`src/rtl/uart_tx_buffered_pkg.sv`:
```
// Shared UART definitions: default timing/depth, tx FSM state type,
// line levels and a constant clog2 helper.
package enigma_uart_pkg;

  localparam int unsigned DEF_CLKS_PER_BIT = 104;
  localparam int unsigned DEF_FIFO_DEPTH   = 16;

  localparam logic IDLE_LVL  = 1'b1;
  localparam logic START_LVL = 1'b0;

  typedef enum logic [1:0] {
    IDLE,
    START,
    DATA,
    STOP
  } tx_state_t;

  function automatic int unsigned clog2(input int unsigned v);
    int unsigned r;
    r = 0;
    for (int unsigned p = 1; p < v; p = p << 1) r++;
    return r;
  endfunction

endpackage

```
`src/rtl/uart_tx_buffered_if.sv`:
```
// Producer-side bus of the buffered UART transmitter.
interface uart_tx_buffered_if #(
  parameter int unsigned ADDR_W = 4
);
  logic [7:0]      wr_data;
  logic            wr_en;
  logic            full;
  logic [ADDR_W:0] fifo_count;
  logic            busy;
  logic            overflow;
  logic            tx;

  modport master (
    output wr_data, wr_en,
    input  full, fifo_count, busy, overflow, tx
  );

  modport slave (
    input  wr_data, wr_en,
    output full, fifo_count, busy, overflow, tx
  );
endinterface

```
`src/rtl/uart_tx_buffered_fifo.sv`:
```
// Synchronous first-word-fall-through FIFO; pointers carry one extra wrap bit
// so full/empty fall out of the pointer difference.
module sync_fifo #(
  parameter int unsigned WIDTH  = 8,
  parameter int unsigned DEPTH  = 16,
  parameter int unsigned ADDR_W = 4
) (
  input  logic              clk,
  input  logic              rst,
  input  logic              i_wr_en,
  input  logic [WIDTH-1:0]  i_wr_data,
  input  logic              i_rd_en,
  output logic [WIDTH-1:0]  o_rd_data,
  output logic              o_full,
  output logic              o_empty,
  output logic [ADDR_W:0]   o_count
);

  logic [WIDTH-1:0] r_mem [DEPTH];
  logic [ADDR_W:0]  r_wr_ptr;
  logic [ADDR_W:0]  r_rd_ptr;
  logic             w_wr_ok;
  logic             w_rd_ok;

  assign o_count   = r_wr_ptr - r_rd_ptr;
  assign o_full    = (o_count == (ADDR_W+1)'(DEPTH));
  assign o_empty   = (o_count == '0);
  assign o_rd_data = r_mem[r_rd_ptr[ADDR_W-1:0]];

  // A write while full is dropped even if a pop frees a slot the same cycle.
  assign w_wr_ok = i_wr_en && !o_full;
  assign w_rd_ok = i_rd_en && !o_empty;

  always_ff @(posedge clk) begin
    if (w_wr_ok) r_mem[r_wr_ptr[ADDR_W-1:0]] <= i_wr_data;
  end

  always_ff @(posedge clk) begin
    if (rst) begin
      r_wr_ptr <= '0;
      r_rd_ptr <= '0;
    end else begin
      if (w_wr_ok) r_wr_ptr <= r_wr_ptr + 1'b1;
      if (w_rd_ok) r_rd_ptr <= r_rd_ptr + 1'b1;
    end
  end

endmodule

```
`src/rtl/uart_tx_buffered.sv`:
```
// Buffered 8N1 UART transmitter: byte FIFO feeding an LSB-first serializer.
// Optional macro UART_TX_OVF_FLAG_EN enables the sticky overflow flag.
module uart_tx_buffered
  import enigma_uart_pkg::*;
#(
  parameter int unsigned CLKS_PER_BIT = DEF_CLKS_PER_BIT,
  parameter int unsigned FIFO_DEPTH   = DEF_FIFO_DEPTH,
  parameter int unsigned ADDR_W       = 4
) (
  input logic               clk,
  input logic               rst,
  uart_tx_buffered_if.slave bus
);

  localparam int unsigned CNT_W = (clog2(CLKS_PER_BIT) < 1) ? 1 : clog2(CLKS_PER_BIT);

  tx_state_t        r_state;
  logic [CNT_W-1:0] r_cnt;
  logic [2:0]       r_bit;
  logic [7:0]       r_shift;
  logic             r_tx;

  logic [7:0]       w_rd_data;
  logic             w_full;
  logic             w_empty;
  logic             w_pop;
  logic             w_bit_end;
  logic [ADDR_W:0]  w_count;

  sync_fifo #(
    .WIDTH  (8),
    .DEPTH  (FIFO_DEPTH),
    .ADDR_W (ADDR_W)
  ) u_fifo (
    .clk       (clk),
    .rst       (rst),
    .i_wr_en   (bus.wr_en),
    .i_wr_data (bus.wr_data),
    .i_rd_en   (w_pop),
    .o_rd_data (w_rd_data),
    .o_full    (w_full),
    .o_empty   (w_empty),
    .o_count   (w_count)
  );

  assign w_pop     = (r_state == IDLE) && !w_empty;
  assign w_bit_end = (r_cnt == CNT_W'(CLKS_PER_BIT - 1));

  // tx is registered one step ahead of each state so the pin never glitches.
  always_ff @(posedge clk) begin
    if (rst) begin
      r_state <= IDLE;
      r_cnt   <= '0;
      r_bit   <= '0;
      r_shift <= '0;
      r_tx    <= IDLE_LVL;
    end else begin
      case (r_state)
        IDLE: begin
          r_tx <= IDLE_LVL;
          if (!w_empty) begin
            r_shift <= w_rd_data;
            r_cnt   <= '0;
            r_tx    <= START_LVL;
            r_state <= START;
          end
        end
        START: begin
          if (w_bit_end) begin
            r_cnt   <= '0;
            r_bit   <= '0;
            r_tx    <= r_shift[0];
            r_state <= DATA;
          end else begin
            r_cnt <= r_cnt + 1'b1;
          end
        end
        DATA: begin
          if (w_bit_end) begin
            r_cnt <= '0;
            if (r_bit == 3'd7) begin
              r_tx    <= IDLE_LVL;
              r_state <= STOP;
            end else begin
              r_bit   <= r_bit + 3'd1;
              r_shift <= {1'b0, r_shift[7:1]};
              r_tx    <= r_shift[1];
            end
          end else begin
            r_cnt <= r_cnt + 1'b1;
          end
        end
        STOP: begin
          if (w_bit_end) begin
            r_cnt   <= '0;
            r_state <= IDLE;
          end else begin
            r_cnt <= r_cnt + 1'b1;
          end
        end
        default: r_state <= IDLE;
      endcase
    end
  end

  assign bus.tx         = r_tx;
  assign bus.full       = w_full;
  assign bus.fifo_count = w_count;
  assign bus.busy       = (r_state != IDLE) || !w_empty;

`ifdef UART_TX_OVF_FLAG_EN
  logic r_overflow;

  always_ff @(posedge clk) begin
    if (rst) r_overflow <= 1'b0;
    else if (bus.wr_en && w_full) r_overflow <= 1'b1;
  end

  assign bus.overflow = r_overflow;
`else
  assign bus.overflow = 1'b0;
`endif

endmodule

```
`src/flat_wrapper.sv`:
```
// flat-port wrapper written by rule: the top's interface ports become plain ports
module uart_tx_buffered_flat import enigma_uart_pkg::*;
#(
  parameter int unsigned CLKS_PER_BIT = DEF_CLKS_PER_BIT,
  parameter int unsigned FIFO_DEPTH   = DEF_FIFO_DEPTH,
  parameter int unsigned ADDR_W       = 4
)
  (clk, rst, bus_wr_data, bus_wr_en, bus_full, bus_fifo_count, bus_busy, bus_overflow, bus_tx);
  uart_tx_buffered_if #(.ADDR_W(ADDR_W)) bus_i ();
  input logic clk;
  input logic rst;
  input wire logic [$bits(bus_i.wr_data)-1:0] bus_wr_data;
  input wire logic [$bits(bus_i.wr_en)-1:0] bus_wr_en;
  output wire logic [$bits(bus_i.full)-1:0] bus_full;
  output wire logic [$bits(bus_i.fifo_count)-1:0] bus_fifo_count;
  output wire logic [$bits(bus_i.busy)-1:0] bus_busy;
  output wire logic [$bits(bus_i.overflow)-1:0] bus_overflow;
  output wire logic [$bits(bus_i.tx)-1:0] bus_tx;
  assign bus_i.wr_data = bus_wr_data;
  assign bus_i.wr_en = bus_wr_en;
  assign bus_full = bus_i.full;
  assign bus_fifo_count = bus_i.fifo_count;
  assign bus_busy = bus_i.busy;
  assign bus_overflow = bus_i.overflow;
  assign bus_tx = bus_i.tx;
  uart_tx_buffered #(.CLKS_PER_BIT(CLKS_PER_BIT), .FIFO_DEPTH(FIFO_DEPTH), .ADDR_W(ADDR_W)) u_core (.clk(clk), .rst(rst), .bus(bus_i));
endmodule
```
`config.mk`:
```
export PLATFORM = sky130hd
export DESIGN_NAME = uart_tx_buffered_flat
export DESIGN_NICKNAME = d
export VERILOG_FILES = /design/src/rtl/uart_tx_buffered_pkg.sv /design/src/rtl/uart_tx_buffered_if.sv /design/src/rtl/uart_tx_buffered_fifo.sv /design/src/rtl/uart_tx_buffered.sv /design/src/flat_wrapper.sv
export SDC_FILE = /design/constraint.sdc
export NUM_CORES = 1
export LEC_CHECK = 0
export BUFFER_PORTS_ARGS = -buffer_cell sky130_fd_sc_hd__buf_4
export CAP_MARGIN = 30
export CORE_MARGIN = 10
export CORE_UTILIZATION = 50
export DETAILED_ROUTE_END_ITERATION = 16
export GPL_TIMING_DRIVEN = 1
export PLACE_DENSITY_LB_ADDON = 0.2
export SKIP_LAST_GASP = 1
export SYNTH_ARGS = -nofsm -noshare
export SYNTH_HDL_FRONTEND = slang
export SYNTH_SLANG_ARGS = --single-unit
```
`constraint.sdc`:
```
create_clock -name clk -period 7.3 [get_ports clk]
set_input_delay 1.095 -clock clk [delete_from_list [all_inputs] [get_ports clk]]
set_output_delay 1.095 -clock clk [all_outputs]
set_load 0.01 [all_outputs]
```
# After elaboration in Yosys (flattened, before gate mapping)
# Memories as Yosys holds them, arrays and structs flattened. A register that Yosys moved wholly into a read port is not among the register bits.
# Cells that the tools add are included.
[word_totals] ff_bits=31 ram_bits=128 output_inout_bits=9 n_memories=1
[op_classes] addsub=5 eq_ne=12 n_mux=26 reduce_logical=17
[memory_table] name="u_core.u_fifo.r_mem" words=16 width=8 rd=1 rd_ports_with_merged_regs=1 write_ports=1 line="uart_tx_buffered_fifo.sv:19" source="logic [WIDTH-1:0] r_mem [DEPTH];"
[ops] cell="8-bit two-way mux" n=3
[ops] cell="8-bit case mux with 2 select lines" n=1
[ops] cell="7-bit two-way mux" n=2
[ops] cell="7-bit case mux with 2 select lines" n=1
[ops] cell="5-bit by 1-bit adder with 5-bit output (second input constant)" n=2
[ops] cell="2-bit two-way mux" n=5
[ops] cell="3-bit two-way mux" n=3
[ops] cell="4-bit two-way mux" n=2
[ops] cell="2-bit by 1-bit inequality test with 1-bit output (second input constant)" n=4
[ops] cell="2-bit case mux with 4 select lines" n=1
[ops] cell="4-bit AND reduction" n=2
[ops] cell="7-bit by 1-bit adder with 7-bit output (second input constant)" n=1
[ops] cell="7-bit == test (second input constant)" n=1
[ops] cell="1-bit two-way mux" n=6
[ops] cell="3-bit case mux with 2 select lines" n=1
[ops] cell="2-bit nonzero test" n=3
[ops] cell="5-bit == test (second input constant)" n=1
[ops] cell="5-bit logical NOT" n=1
[ops] cell="5-bit AND reduction" n=1
[ops] cell="5-bit subtractor" n=1
[ops] cell="2-bit == test (second input constant)" n=2
[ops] cell="2-bit inequality test (second input constant)" n=2
[ops] cell="3-bit by 1-bit adder with 3-bit output (second input constant)" n=1
[ops] cell="3-bit == test (second input constant)" n=1
[ops] cell="other kinds (9)" n=12

# Logic depth before layout (Yosys ltp)
[depth] word_depth=7 mapped_depth=11

# Hierarchy
# A second synthesis with hierarchy kept.
[unflattened] cells_unflattened=418 area_unflattened_um2=6914.1
[modules_own_cells] module="sync_fifo" instances=1 cells_per_inst=289 area_each_um2=5763.0 seq_area_each_um2=4124.0
[modules_own_cells] module="uart_tx_buffered" instances=1 cells_per_inst=129 area_each_um2=1151.1 seq_area_each_um2=420.4

# Least setup slack after synthesis
# Ideal clock, no wire load.
[synth_path] path_kind="flip-flop to output port" start="reg u_core.u_fifo.r_wr_ptr[0]" end="out bus_busy" t_arrival_ps=2182 required_ps=6205 slack_ps=4023 path_stages_with_launch=10 path_buffers=0 path_cell_list="dfxtp_1 > inv_1 > ha_1 > fa_1 > nand2b_1 > a21oi_2 > xor2_2 > inv_2 > nor3_4 > inv_1"
[synth_between] elab_chain_cells=4
[synth_lines] item="start: declaration" line="uart_tx_buffered_fifo.sv:20" source="logic [ADDR_W:0] r_wr_ptr;"
[synth_lines] item="start signal: assignment" line="uart_tx_buffered_fifo.sv:43" source="if (w_wr_ok) r_wr_ptr <= r_wr_ptr + 1'b1;"
[synth_lines] item="5-bit subtractor" line="uart_tx_buffered_fifo.sv:25" source="assign o_count = r_wr_ptr - r_rd_ptr;"
[synth_lines] item="net bus_fifo_count[4]" line="flat_wrapper.sv:15" source="output wire logic [$bits(bus_i.fifo_count)-1:0] bus_fifo_count;"
[synth_lines] item="5-bit logical NOT" line="uart_tx_buffered_fifo.sv:27" source="assign o_empty = (o_count == '0);"
[synth_lines] item="1-bit logical NOT" line="uart_tx_buffered.sv:109" source="assign bus.busy = (r_state != IDLE) || !w_empty;"
[synth_lines] item="1-bit logical OR" line="uart_tx_buffered.sv:109"
[synth_lines] item="end: declaration" line="flat_wrapper.sv:16" source="output wire logic [$bits(bus_i.busy)-1:0] bus_busy;"
# The timed path passes the listed nets, and every way through them passes these cells.

# Worst setup path in the final report
[layout_path] start="reg u_core.u_fifo.r_wr_ptr[0]" end="out bus_busy"
[layout_between] elab_chain_cells=4
[layout_lines] item="5-bit subtractor" line="uart_tx_buffered_fifo.sv:25"
[layout_lines] item="5-bit logical NOT" line="uart_tx_buffered_fifo.sv:27"
[layout_lines] item="1-bit logical NOT" line="uart_tx_buffered.sv:109"
[layout_lines] item="1-bit logical OR" line="uart_tx_buffered.sv:109"
# No other way between the ends.

==> out/results.ini <==
[synth]
synth_flop_cell=edfxtp_1
synth_seq_cells=163
syn_nets=482
syn-cell-area_um2=6919
ys_warn_count=0
ys_seq_area_share_pct=65.68
synth_edf_count=128
yosys.cell_types.count=57
synthCells=454
async_reset_ff_share_pct=0
syn_avg_cell_area_um2=15.24

[critical_path]
worstSetupStartpointType=flip-flop
rr_worst_depth=9
rr_startpoint=u_core.u_fifo.r_wr_ptr[0]
r2r_slack_ps=3770
crit_fanout=7
crit_start=u_core.u_fifo.r_wr_ptr[0]
crit_type=flip-flop to output pin
cp-end-kind=output pin
r2r_end=u_core.u_fifo.r_mem[9][3]
cp.arrival_ps=3030
crit_required_ps=6200
endpoint=bus_busy

[status]
status=complete, no violations

[finish]
layout_commonest_cell=edfxtp_1
fin_area_um2=7874
syn2layout_area_growth_pct=13.80
drive_above_1_share_pct=22.68
fin_util_pct=58.76
finalNonFillerCells=661
diodes=0
fin_nets=502
mostFrequentLayoutCells=128 x edfxtp_1, 34 x nor2_1, 34 x dfxtp_1

[clock_network]
clk_pin_slew_ps=60
hold_buffers=0
clock_path_buffers=2
cts_buffers=17
cts-htree-levels=4
post_cts_buffers=0
cts_root_buf=clkbuf_16
cts_resized=0
cts_tree=built
cts.sink_count=163
worstSkewPairLatency_ps=420

[timing]
max_freq_mhz=242.6
slew_viol_final=0
hold_slack_ps=459.2
worst_slew_pin_slew_ps=916.2
rsz0062_at_grt=no
tns_ps=0
slew_headroom_pct=38.69
fin_skew_ps=7.348
post-route-min-period_ps=4123
hold_violations=0
fin_crit_sh_pct=56.48
final-setup-viol-count=0

[grt]
grt-ovfl-total=0
grt_max_degree=43
groute.usage.overall_pct=15.90
grt_pass1_vias=3932
grt_pass1_wl_um=22300
antenna_found_initial=0

[floorplan]
initial_core_util_pct=51.63
die_w_um=137.6
rows=42
die_y_um=137.6
dieArea_um2=18940
ios=20
coreArea_um2=13400

[place]
dp_hpwl_um=9360
numPlacedInstances=631
portBuffers=18
placed_cell_area_um2=7226
gp_congestion=0.7821

[drt]
initialDrtViolationCount=299
routedWlPerCell_um=21.53
viasPerCell=5.893
postRouteAntennaNets=0
totalWireLength_um=14230
num_vias=3895
dr.pass1.iters=4
drc=0

[power]
power.density_nw_per_um2=369.2
power.static_leakage_nw=2.710
ir_drop_v=0.0002106

[hold_path]
hold_start=u_core.r_shift[7]
hold_class=flip-flop to flip-flop

[flow_run]
maxCapViolations=0

-- state kept, by name, indices dropped and copies added, names as in the netlist, named ones only --
| register | count |
|---|---|
| u_core.r_cnt | 7 |
| u_core.r_shift | 8 |
| u_core.u_fifo.r_rd_ptr | 5 |
| u_core.r_bit | 3 |
| u_core.u_fifo.r_mem | 128 |
| u_core.bus.tx | 1 |
| u_core.u_fifo.r_wr_ptr | 5 |
| u_core.r_state | 2 |
-- cells by family (layout without fill, tap and decap cells) --
logic type | Yosys count | count (layout) | synth area share [%]
AO/OA/AOI/OAI | 63 | 63 | 6.492
adder cells (fa/ha/maj) | 17 | 17 | 3.183
buffers and inverters | 36 | 67 | 2.260
flip-flops | 163 | 163 | 65.68
multiplexers | 55 | 55 | 12.68
AND/OR/NAND/NOR | 110 | 110 | 8.300
other | 1 | 1 | 0.05420
XOR/XNOR | 9 | 9 | 1.356
-- report_power, final --
group,switching [mW],leakage (nW),internal [mW]
clock network,0.362,0.310,0.611
logic,0.474,0.958,0.355
registers,0.0361,1.44,1.07
total,0.872,2.71,2.03
-- worst min-delay path by stage --
stage | end | slack [ps] | cells past startpoint
floorplan | u_core.r_bit[1] | 440 | 2
global placement | u_core.r_bit[2] | 440 | 2
detailed placement | u_core.r_shift[7] | 450 | 2
CTS | u_core.r_shift[7] | 460 | 2
global route | u_core.r_shift[6] | 490 | 2
finish | u_core.r_shift[7] | 460 | 2
-- synthesized netlist by cell type (all sizes together) (2+ instances only) --
master,n,share of area [%]
clkbuf,10,0.54
xnor2,4,0.61
dfxtp,35,10
nor2b,9,0.81
and3,14,1.3
mux2,21,3.4
nor2,35,2.0
or2,2,0.18
o21ai,10,0.72
nand2,16,0.87
o211ai,2,0.22
a21oi,18,1.4
a2111oi,2,0.27
a31oi,2,0.18
xor2,5,0.74
ha,16,2.9
and4bb,2,0.36
o22ai,7,0.63
a211oi,5,0.61
nand3b,3,0.33
a311oi,3,0.38
nand4,2,0.18
mux2i,10,1.4
nand3,8,0.58
a211o,3,0.38
a221o,5,0.72
nand2b,3,0.27
buf,11,0.90
or3,2,0.18
edfxtp,128,56
nor3,11,0.96
mux4,24,7.8
inv,15,0.81
-- stage by stage --
stage / power [mW] / setup slack [ps]
after floorplan: 1.727 / 4023
after global placement: 1.938 / 3742
after detailed placement: 1.955 / 3612
after CTS: 2.927 / 3156
after global routing: 3.046 / 2960
final: 2.907 / 3177
-- area by class of cell --
cell class | count | area [um2]
multi-input cells | 255 | 2218
inverters | 15 | 56.30
clock buffers | 17 | 425.4
well taps | 176 | 220.2
fillers | 1033 | 5527
repair buffers | 22 | 185.2
clock inverters | 13 | 222.7
flip-flops and latches | 163 | 4546
-- routing by layer --
metal  wire length (um)  track usage [%]  up-vias
met1               6337            21.39     1977
met2               6962            24.83      108
met5                  0                0        -
met4                177            4.801        0
met3                755            4.079       11
li1                   -                -     1799
-- worst max-delay path, stage by stage, from the launching register on --
cell and delay [ps]:
dfxtp_1 410, inv_1 110, ha_1 240, fa_1 430, nand2b_1 190, a21oi_2 190
xor2_2 270, inv_2 150, nor3_4 270, inv_1 190, buf_4 180
Power figures use the tool's default switching activity.
